`src/rtl/tx_burst_ctrl.sv`:
```
// tx_burst_ctrl: AT86RF215 TX burst sequencer - lead zeros, stream samples, tail zeros, underrun handling.
// Latency: do_tx rises one rx_clk after tx_req is sampled; each sample lands on the edge ending its strobe.
// Backpressure: s_ready is high only for the one strobe cycle in DATA; a strobe with no s_valid is an underrun.
//
// Ports:
//   rx_clk, rst_ddr          sole clock, synchronous active-high reset
//   tx_req                   level request for a burst
//   s_valid/s_data/s_last    host sample stream {I[12:0], Q[12:0]}; s_ready accepts it
//   next_data                serializer request level; each rising edge is one strobe
//   data_i, data_q, do_tx    sample and TX enable to the DDR serializer
//   busy, burst_done         not-IDLE flag, one-cycle pulse when a tail completes
//   underrun, underrun_cnt   starved-strobe pulse, saturating starved-strobe total
//
// Build option TX_UNDERRUN_HOLD_EN: defined -> an underrun repeats the last sample,
// undefined -> an underrun sends zero. Counting and abort are the same in both builds.
module tx_burst_ctrl #(
  parameter int PRE_ZERO     = 16,
  parameter int POST_ZERO    = 16,
  parameter int UNDERRUN_MAX = 8
) (
  input  logic        rx_clk,
  input  logic        rst_ddr,
  input  logic        tx_req,
  input  logic        s_valid,
  input  logic [25:0] s_data,
  input  logic        s_last,
  output logic        s_ready,
  input  logic        next_data,
  output logic [12:0] data_i,
  output logic [12:0] data_q,
  output logic        do_tx,
  output logic        busy,
  output logic        burst_done,
  output logic        underrun,
  output logic [15:0] underrun_cnt
);

  localparam logic [7:0] PRE_L  = 8'(PRE_ZERO);
  localparam logic [7:0] POST_L = 8'(POST_ZERO);
  localparam logic [7:0] UMAX_L = 8'(UNDERRUN_MAX);

  typedef enum logic [1:0] {IDLE, LEAD, DATA, TAIL} state_t;

  state_t     state;
  logic       next_data_q;
  logic       req;
  logic       xfer;
  logic [7:0] lead_cnt;
  logic [7:0] tail_cnt;
  logic [7:0] starve_cnt;
  logic [7:0] starve_nxt;

  assign req        = next_data & ~next_data_q;
  // A dropped tx_req blocks the transfer on the strobe that exits DATA.
  assign s_ready    = ~rst_ddr & req & tx_req & (state == DATA);
  assign xfer       = s_ready & s_valid;
  assign starve_nxt = starve_cnt + 8'd1;

  always_ff @(posedge rx_clk) begin
    if (rst_ddr) begin
      state        <= IDLE;
      next_data_q  <= 1'b0;
      lead_cnt     <= '0;
      tail_cnt     <= '0;
      starve_cnt   <= '0;
      data_i       <= '0;
      data_q       <= '0;
      do_tx        <= 1'b0;
      busy         <= 1'b0;
      burst_done   <= 1'b0;
      underrun     <= 1'b0;
      underrun_cnt <= '0;
    end else begin
      next_data_q <= next_data;
      burst_done  <= 1'b0;
      underrun    <= 1'b0;

      case (state)
        IDLE: begin
          if (tx_req) begin
            state      <= LEAD;
            lead_cnt   <= PRE_L;
            starve_cnt <= '0;
            do_tx      <= 1'b1;
            busy       <= 1'b1;
          end
        end

        LEAD: begin
          if (req) begin
            lead_cnt <= lead_cnt - 8'd1;
            if (!tx_req) begin
              state    <= TAIL;
              tail_cnt <= POST_L;
            end else if (lead_cnt == 8'd1) begin
              state <= DATA;
            end
          end
        end

        DATA: begin
          if (req) begin
            if (xfer) begin
              data_i     <= s_data[25:13];
              data_q     <= s_data[12:0];
              starve_cnt <= '0;
              if (s_last) begin
                state    <= TAIL;
                tail_cnt <= POST_L;
              end
            end else if (!s_valid) begin
              // Starved strobe: counted even when tx_req has just dropped.
              underrun   <= 1'b1;
              starve_cnt <= starve_nxt;
              if (underrun_cnt != 16'hFFFF) begin
                underrun_cnt <= underrun_cnt + 16'd1;
              end
`ifdef TX_UNDERRUN_HOLD_EN
              // data_i/data_q already hold the last sample sent (zero before the first transfer).
`else
              data_i <= '0;
              data_q <= '0;
`endif
              if (!tx_req || starve_nxt == UMAX_L) begin
                state    <= TAIL;
                tail_cnt <= POST_L;
              end
            end else begin
              // Sample offered but tx_req dropped: leave it in the stream, send zero.
              data_i   <= '0;
              data_q   <= '0;
              state    <= TAIL;
              tail_cnt <= POST_L;
            end
          end
        end

        TAIL: begin
          if (req) begin
            data_i   <= '0;
            data_q   <= '0;
            tail_cnt <= tail_cnt - 8'd1;
            if (tail_cnt == 8'd1) begin
              state      <= IDLE;
              do_tx      <= 1'b0;
              busy       <= 1'b0;
              burst_done <= 1'b1;
            end
          end
        end

        default: state <= IDLE;
      endcase
    end
  end

endmodule
```
`config.mk`:
```
export PLATFORM = sky130hd
export DESIGN_NAME = tx_burst_ctrl
export DESIGN_NICKNAME = d
export VERILOG_FILES = /design/src/rtl/tx_burst_ctrl.sv
export SDC_FILE = /design/constraint.sdc
export NUM_CORES = 1
export LEC_CHECK = 0
export BUFFER_PORTS_ARGS = -buffer_cell sky130_fd_sc_hd__buf_2
export CAP_MARGIN = 40
export CORE_AREA = 2 2 79 138
export CTS_BUF_LIST = sky130_fd_sc_hd__clkbuf_8
export CTS_CLUSTER_DIAMETER = 50
export DETAILED_ROUTE_END_ITERATION = 8
export DIE_AREA = 0 0 81 140
export SLEW_MARGIN = 20
export SYNTH_ARGS = -nofsm -noshare
export SYNTH_HDL_FRONTEND = slang
export SYNTH_SLANG_ARGS = --single-unit
```
`constraint.sdc`:
```
create_clock -name rx_clk -period 1.9 [get_ports rx_clk]
set_clock_uncertainty 0.05 [all_clocks]
set_input_delay 0.38 -clock rx_clk [delete_from_list [all_inputs] [get_ports rx_clk]]
set_output_delay 0.38 -clock rx_clk [all_outputs]
set_load 0.03 [all_outputs]
```
==> impl_results.md, run 1 <==
- Seq. cell area: 1455 um2
- Worst-Skew Late Latency: 0.35 ns
- CP arrival: 2.10 ns
- Crit path time final: 1.918 ns
- Filler instances: 1032
- R2R Path End: underrun_cnt[13]
- Largest net degree at the start of global routing: 57
- Status: finished, violations left
- Antenna violations before repair: 0
- Die X: 81 um
- Post-Syn Area: 3492 um2
- Fin. max-slew vios: 0
- Number of synthesized flops with an enable pin: 0
- Worst hold path class: input port to flip-flop
- Post-DRT Antenna Nets: 0
- Yosys warning total: 0
- GPL Wtd Cong: 0.8923
- Die area: 11340 um2
- CTS tree: done
- WHS Endpoint: data_q[4]
- Setup violators final: 3
- Share of flip-flops with an asynchronous set or reset: 0%
- Final net count: 557
- Worst slew pin tran: 0.5927 ns
- PD cells: 1047 nW/um2
- Register area share after synthesis: 41.28%
- IO Pins: 79
- Footprint of the multi-input gates: 2044 um2
- Initial DRC count: 233
- Cells along the critical path: inv_4, ha_4, and4bb_2, nand4_4, nor4_4, nand3_1, mux2_4
- Final Cycle Share: 101.0%
- Finished Core Util: 46.68%
- Failing checks: setup timing
- IR drop worst, VDD: 0.5299 mV
- WP data required: 2.08 ns
- Logic pwr share: 36.7%
- Post-place setup slack: -0.05292 ns
- Hold Crit Depth: 3
- Crit end category: flip-flop
- Sink Count: 72
- CP max stage cell: dfxtp_4
- Vias after detailed routing: 3431
- Avg Inst Size Synth: 8.841 um2
- Critical Path Max Stage Delay: 0.37 ns
- Netlist cell types: 61
- TNS Setup: -0.03225 ns
- Pwr Total: 0.004973 W
- Routed WL per cell: 15.34 um
- RSZ-0062 raised after global routing: yes
- Clock power frac: 27.4%
- Hpwl dp: 7.136 mm
- Switching pwr: 0.001727 W
- Register bit count reported by yosys: 72
- Die height: 140 um
- Number of global-route vias before repair: 3453
- CP Class: flip-flop to flip-flop
- # hold bufs at CTS: 0
- Most used DFF post-synth: dfxtp_1
- Post-synthesis instance total: 395
- # rows: 49
- Critical Path Source Type: flip-flop
- Max frequency: 521.3 MHz
- Switching share of total power: 34.72%
- Layout area overhead: 36.04%
- Reg clk slew, reported paths: 0.08 ns
- Endpoints failing hold: 0
- Number of diodes: 0
- Critical R2R Launch: state[0]
- CTS buffer count: 9
- Hold path startpoint: s_data[4]
- Grt total ovfl: 0
- Reg2reg setup slack: -0.02 ns
- Global-route wire length before repair: 16.13 mm
- Max_cap viols: 0
- Avg Vias per Cell: 5.311
- Fin Hold WS: 0.2253 ns
- Share of post-route cells with drive strength above 1: 36.80%
- Slew HR: 60.49%
- I/O Buffers: 78
- Root buf cell: clkbuf_8
- GRT Util Overall: 17.83%
- Min setup slack post-route: -0.01846 ns
- Pint: 0.003246 W
- DRC Markers: 0
- Detailed Route WL: 9.909 mm
- Initial Util: 34.31%
- R2R cell count: 7
- Max clock buf depth: 2
- LEAKAGE: 2.001 nW
- Sequential Power Share: 35.9%
- CORE AREA: 10180 um2
- H-tree depth: 3
- Crit Path Max Fanout: 4
- Net count after synthesis: 438
- Drt pass-1 iters: 4
## state kept, by name, summed over array words and instances, names as in the netlist
signal and flops:
underrun_cnt 16, underrun 1, lead_cnt 8, data_q 13, tail_cnt 8, busy 1, starve_cnt 8, next_data_q 1
data_i 13, state 2, burst_done 1
## timing repair
item	4_1_cts	5_1_grt
pin swaps	5	10
gates resized for setup	9	30
buffers inserted	6	5
setup endpoints to repair	15	35
## layer usage
layer  vias up  global-route usage [%]  part of all wire (%)
met1      1661                   19.20                    38
met2        78                   32.32                    56
met4         0                   9.277                   3.2
met3        23                   2.771                   2.7
li1       1669                       -                     -
met5         -                       0                     0
## Yosys cell counts (all sizes together) (3+ instances only)
| cell type | count | area (um2) |
|---|---|---|
| nor4 | 5 | 52.55 |
| nor2 | 71 | 266.5 |
| or3 | 3 | 18.77 |
| nand3 | 18 | 95.09 |
| nand3b | 6 | 45.04 |
| inv | 14 | 52.55 |
| nand2 | 13 | 48.80 |
| a211oi | 9 | 77.57 |
| ha | 11 | 137.6 |
| a31oi | 6 | 37.54 |
| mux2 | 3 | 41.29 |
| xor2 | 9 | 78.83 |
| a311oi | 3 | 26.28 |
| nand4 | 7 | 58.81 |
| nand4b | 3 | 26.28 |
| a32o | 3 | 30.03 |
| xnor2 | 10 | 87.58 |
| and3 | 5 | 36.28 |
| o211ai | 3 | 22.52 |
| nor3 | 5 | 30.03 |
| buf | 10 | 62.55 |
| o21ai | 13 | 65.06 |
| nor2b | 6 | 37.54 |
| dfxtp | 72 | 1441 |
| o31ai | 4 | 43.79 |
| clkbuf | 12 | 45.04 |
| a31o | 3 | 26.28 |
| and2 | 3 | 18.77 |
| nand2b | 4 | 25.02 |
| a21oi | 15 | 78.83 |
| a22oi | 27 | 202.7 |
## cells by family (layout without fill, tap and decap cells)
group                    Yosys count  count (layout)  share of synthesized area [%]
multiplexers                       4               4                          1.469
adder cells (fa/ha/maj)           11              11                          3.941
buffers and inverters             36             160                          4.586
AO/OA/AOI/OAI                     95              95                          19.89
XOR/XNOR                          19              19                          4.765
AND/OR/NAND/NOR                  158             158                          24.08
flip-flops                        72              72                          41.28
## layout by cell type, fill, tap and decap left out, types with 4 or more instances in the layout
| cell | count |
|---|---|
| nand3_1 | 17 |
| ha_1 | 8 |
| inv_1 | 13 |
| nand4_1 | 6 |
| and3_1 | 4 |
| a22oi_1 | 27 |
| a31oi_1 | 6 |
| o21ai_0 | 7 |
| o21ai_1 | 4 |
| a211oi_1 | 5 |
| a21oi_1 | 13 |
| nand2_1 | 12 |
| xnor2_1 | 9 |
| xor2_1 | 9 |
| nand3b_1 | 6 |
| nor2_1 | 69 |
| dfxtp_1 | 67 |
| nor2b_1 | 5 |
| buf_4 | 48 |
| nand2b_1 | 4 |
| clkbuf_8 | 9 |
| buf_2 | 77 |
| a211oi_2 | 4 |
## power groups by stage
stage	Sequential (W)	Combinational [W]	Clock [W]
after CTS	0.00177	0.00164	0.00139
after global routing	0.00180	0.00199	0.00146
after floorplan	0.00180	0.00106	0
after detailed placement	0.00181	0.00156	0
final	0.00178	0.00183	0.00136
after global placement	0.00180	0.00151	0
## stage by stage
stage	area [um2]	cells
after floorplan	3521	395
after global routing	4751	646
after detailed placement	4292	619
after global placement	4292	619
final	4751	646
after CTS	4578	641
## worst max-delay path by stage
| stage | from | end | slack [ns] | cells after the start |
|---|---|---|---|---|
| 2_1_floorplan | state[0] | underrun_cnt[13] | -0.14 | 9 |
| 3_3_place_gp | state[1] | lead_cnt[4] | -0.01 | 8 |
| 3_5_place_dp | state[1] | lead_cnt[4] | -0.05 | 8 |
| 4_1_cts | state[1] | tail_cnt[7] | -0.02 | 7 |
| 5_1_grt | state[0] | underrun_cnt[12] | -0.12 | 8 |
| 6_report | state[0] | underrun_cnt[13] | -0.02 | 7 |
## layout make-up
class	instances	share of cell area (%)
multi-input combinational	287	43.03
clock inverter	7	1.975
clock buffer	9	2.607
timing repair buffer	130	17.25
inverter	14	1.159
tap	127	3.345
sequential	72	30.63
## critical path, delay by kind of cell (launching register included)
family	cells	cell delay [ns]
buffers and inverters	1	0.07
and+or+nand+nor	4	0.85
DFF	1	0.37
muxes	1	0.31
adders and majority gates	1	0.15
Note: power is estimated with default switching activity, not from simulation.
==> run 2, diff against run 1 <==
==> constraint.sdc (replaced) <==
create_clock -name rx_clk -period 1.9 [get_ports rx_clk]
set_clock_uncertainty 0.05 [all_clocks]
set_input_delay 0.095 -clock rx_clk [delete_from_list [all_inputs] [get_ports rx_clk]]
set_output_delay 0.095 -clock rx_clk [all_outputs]
set_load 0.03 [all_outputs]
==> impl_results.md, run 2 (synthesized netlist as in run 1, its figures left out) <==
- WHS Endpoint: tail_cnt[6]
- Vias after detailed routing: 3440 (+0.26%)
- Root buf cell: clkbuf_8
- Fin. max-slew vios: 0 (unchanged)
- Worst-Skew Late Latency: 0.35 ns (about the same)
- Endpoints failing hold: 0 (unchanged)
- CP Class: flip-flop to flip-flop
- Drt pass-1 iters: 4 (unchanged)
- Die X: 81 um (unchanged)
- Global-route wire length before repair: 15.92 mm (-1.3%)
- Largest net degree at the start of global routing: 32 (-44%)
- Post-DRT Antenna Nets: 0 (unchanged)
- GRT Util Overall: 17.92% (+0.091 points)
- R2R cell count: 7 (unchanged)
- Initial DRC count: 184 (-21%)
- TNS Setup: -0.006184 ns (+0.02607 ns)
- PD cells: 994.1 nW/um2 (-5.0%)
- Initial Util: 34.31% (unchanged)
- Min setup slack post-route: -0.006184 ns (+0.01228 ns)
- Share of post-route cells with drive strength above 1: 32.82% (-4.0 points)
- Setup violators final: 1 (-2)
- Fin Hold WS: 0.06032 ns (-0.1650 ns)
- Critical R2R Launch: state[0]
- Post-place setup slack: -0.02394 ns (+0.02898 ns)
- CP max stage cell: dfxtp_4
- # rows: 49 (unchanged)
- Crit end category: flip-flop
- CTS buffer count: 9 (unchanged)
- Status: finished, violations left
- LEAKAGE: 2.000 nW (about the same)
- Hold Crit Depth: 2 (-1)
- Largest regs: underrun_cnt (16), data_i (13), data_q (13)
- RSZ-0062 raised after global routing: yes
- Final net count: 563 (+1.1%)
- Sink Count: 72 (unchanged)
- CORE AREA: 10180 um2 (unchanged)
- Most frequent cells in the layout: buf_2 (78), nor2_1 (70), dfxtp_1 (65)
- Failing checks: setup timing
- Reg2reg setup slack: -0.006 ns (about the same)
- Inst Count DP: 608 (-1.8%)
- Critical Path Max Stage Delay: 0.36 ns (about the same)
- CP arrival: 2.11 ns (about the same)
- Final Non-Filler Cells: 652 (+0.93%)
- Hold path startpoint: rst_ddr
- Hpwl dp: 6.906 mm (-3.2%)
- Routed WL per cell: 15.12 um (-1.4%)
- Worst slew pin tran: 0.4520 ns (-0.1407 ns)
- IR drop worst, VDD: 0.4885 mV (-7.8%)
- Max frequency: 524.6 MHz (+0.64%)
- Most common cell after layout, fill and taps aside: buf_2
- H-tree depth: 3 (unchanged)
- Slew HR: 69.46% (+9.0 points)
- Reg with most FFs: underrun_cnt
- I/O Buffers: 78 (unchanged)
- DRC Markers: 0 (unchanged)
- Final Cycle Share: 100.3% (-0.65 points)
- IO Pins: 79 (unchanged)
- Number of global-route vias before repair: 3450 (-0.087%)
- Avg Vias per Cell: 5.276 (-0.66%)
- Crit Path Max Fanout: 4 (unchanged)
- R2R Path End: underrun_cnt[13]
- Antenna violations before repair: 0 (unchanged)
- Grt total ovfl: 0 (unchanged)
- Crit path time final: 1.906 ns (-0.01228 ns)
- Layout area overhead: 39.13%
- Largest register FFs: 16 (unchanged)
- Max_cap viols: 0 (unchanged)
- Detailed Route WL: 9.858 mm (-0.51%)
- Reg clk slew, reported paths: 0.08 ns (about the same)
- CTS tree: done
- Critical Path Source Type: flip-flop
- Worst hold path class: input port to flip-flop
- Die height: 140 um (unchanged)
- Die area: 11340 um2 (unchanged)
- Cells along the critical path: inv_4, ha_4, and4bb_2, nand4_4, nor4_4, nand3_1, mux2_4
- WP data required: 2.10 ns (+0.02 ns)
- Max clock buf depth: 2 (unchanged)
- GPL Wtd Cong: 0.8164 (-8.5%)
## run 2: layout make-up
class	count	area, um2
Tap cell	127	158.9
Antenna cell	1	2.502
Timing Repair Buffer	136	922.1
Fill cell	1017	5319
Clock inverter	5	81.33
Inverter	14	55.05
Sequential cell	72	1455
Multi-Input combinational cell	287	2046
Clock buffer	10	137.6
## run 2: per-layer routing
metal | global-route usage (%) | wire length [um] | vias to the layer above
met3 | 3.028 | 297 | 32
li1 | - | - | 1678
met5 | 0 | 0 | -
met2 | 31.71 | 5363 | 86
met4 | 11.51 | 380 | 0
met1 | 18.88 | 3816 | 1644
## run 2: how the worst max path moves through the flow
stage	start	end	slack, ns	cells after the start
finish	state[0]	underrun_cnt[13]	-0.006	7
global route	state[0]	underrun_cnt[13]	-0.08	7
CTS	starve_cnt[0]	tail_cnt[2]	-0.03	6
detailed placement	state[1]	tail_cnt[7]	-0.02	7
global placement	starve_cnt[0]	tail_cnt[2]	0.02	6
floorplan	state[0]	underrun_cnt[13]	-0.14	9
## run 2: worst max-delay path, delay by kind of cell (launching register included)
kind | cells | cell delay, ns
muxes | 1 | 0.31
adders and majority gates | 1 | 0.16
and+or+nand+nor | 4 | 0.85
buffers and inverters | 1 | 0.08
DFF | 1 | 0.36
## run 2: repair_timing
item / CTS / global route
hold endpoints to repair: 27 / 0
setup buffers: 0 / 1
pin swaps: 1 / 12
resized for setup: 2 / 35
setup endpoints to repair: 7 / 33
hold buffers: 27 / 0
## run 2: per-stage QoR
| stage | util, % | power [W] | area [um2] |
|---|---|---|---|
| finish | 47.74 | 0.004830 | 4858 |
| global route | 47.71 | 0.005132 | 4856 |
| detailed placement | 41.36 | 0.003300 | 4209 |
| CTS | 46.21 | 0.004721 | 4703 |
| floorplan | - | 0.002869 | 3521 |
| global placement | 41.36 | 0.003262 | 4209 |
## run 2: power breakdown
group,total (W),internal [W],switching [W]
logic,0.00170,0.000765,0.000935
clock network,0.00135,0.000767,0.000580
registers,0.00178,0.00165,0.000131
total,0.00483,0.00318,0.00165
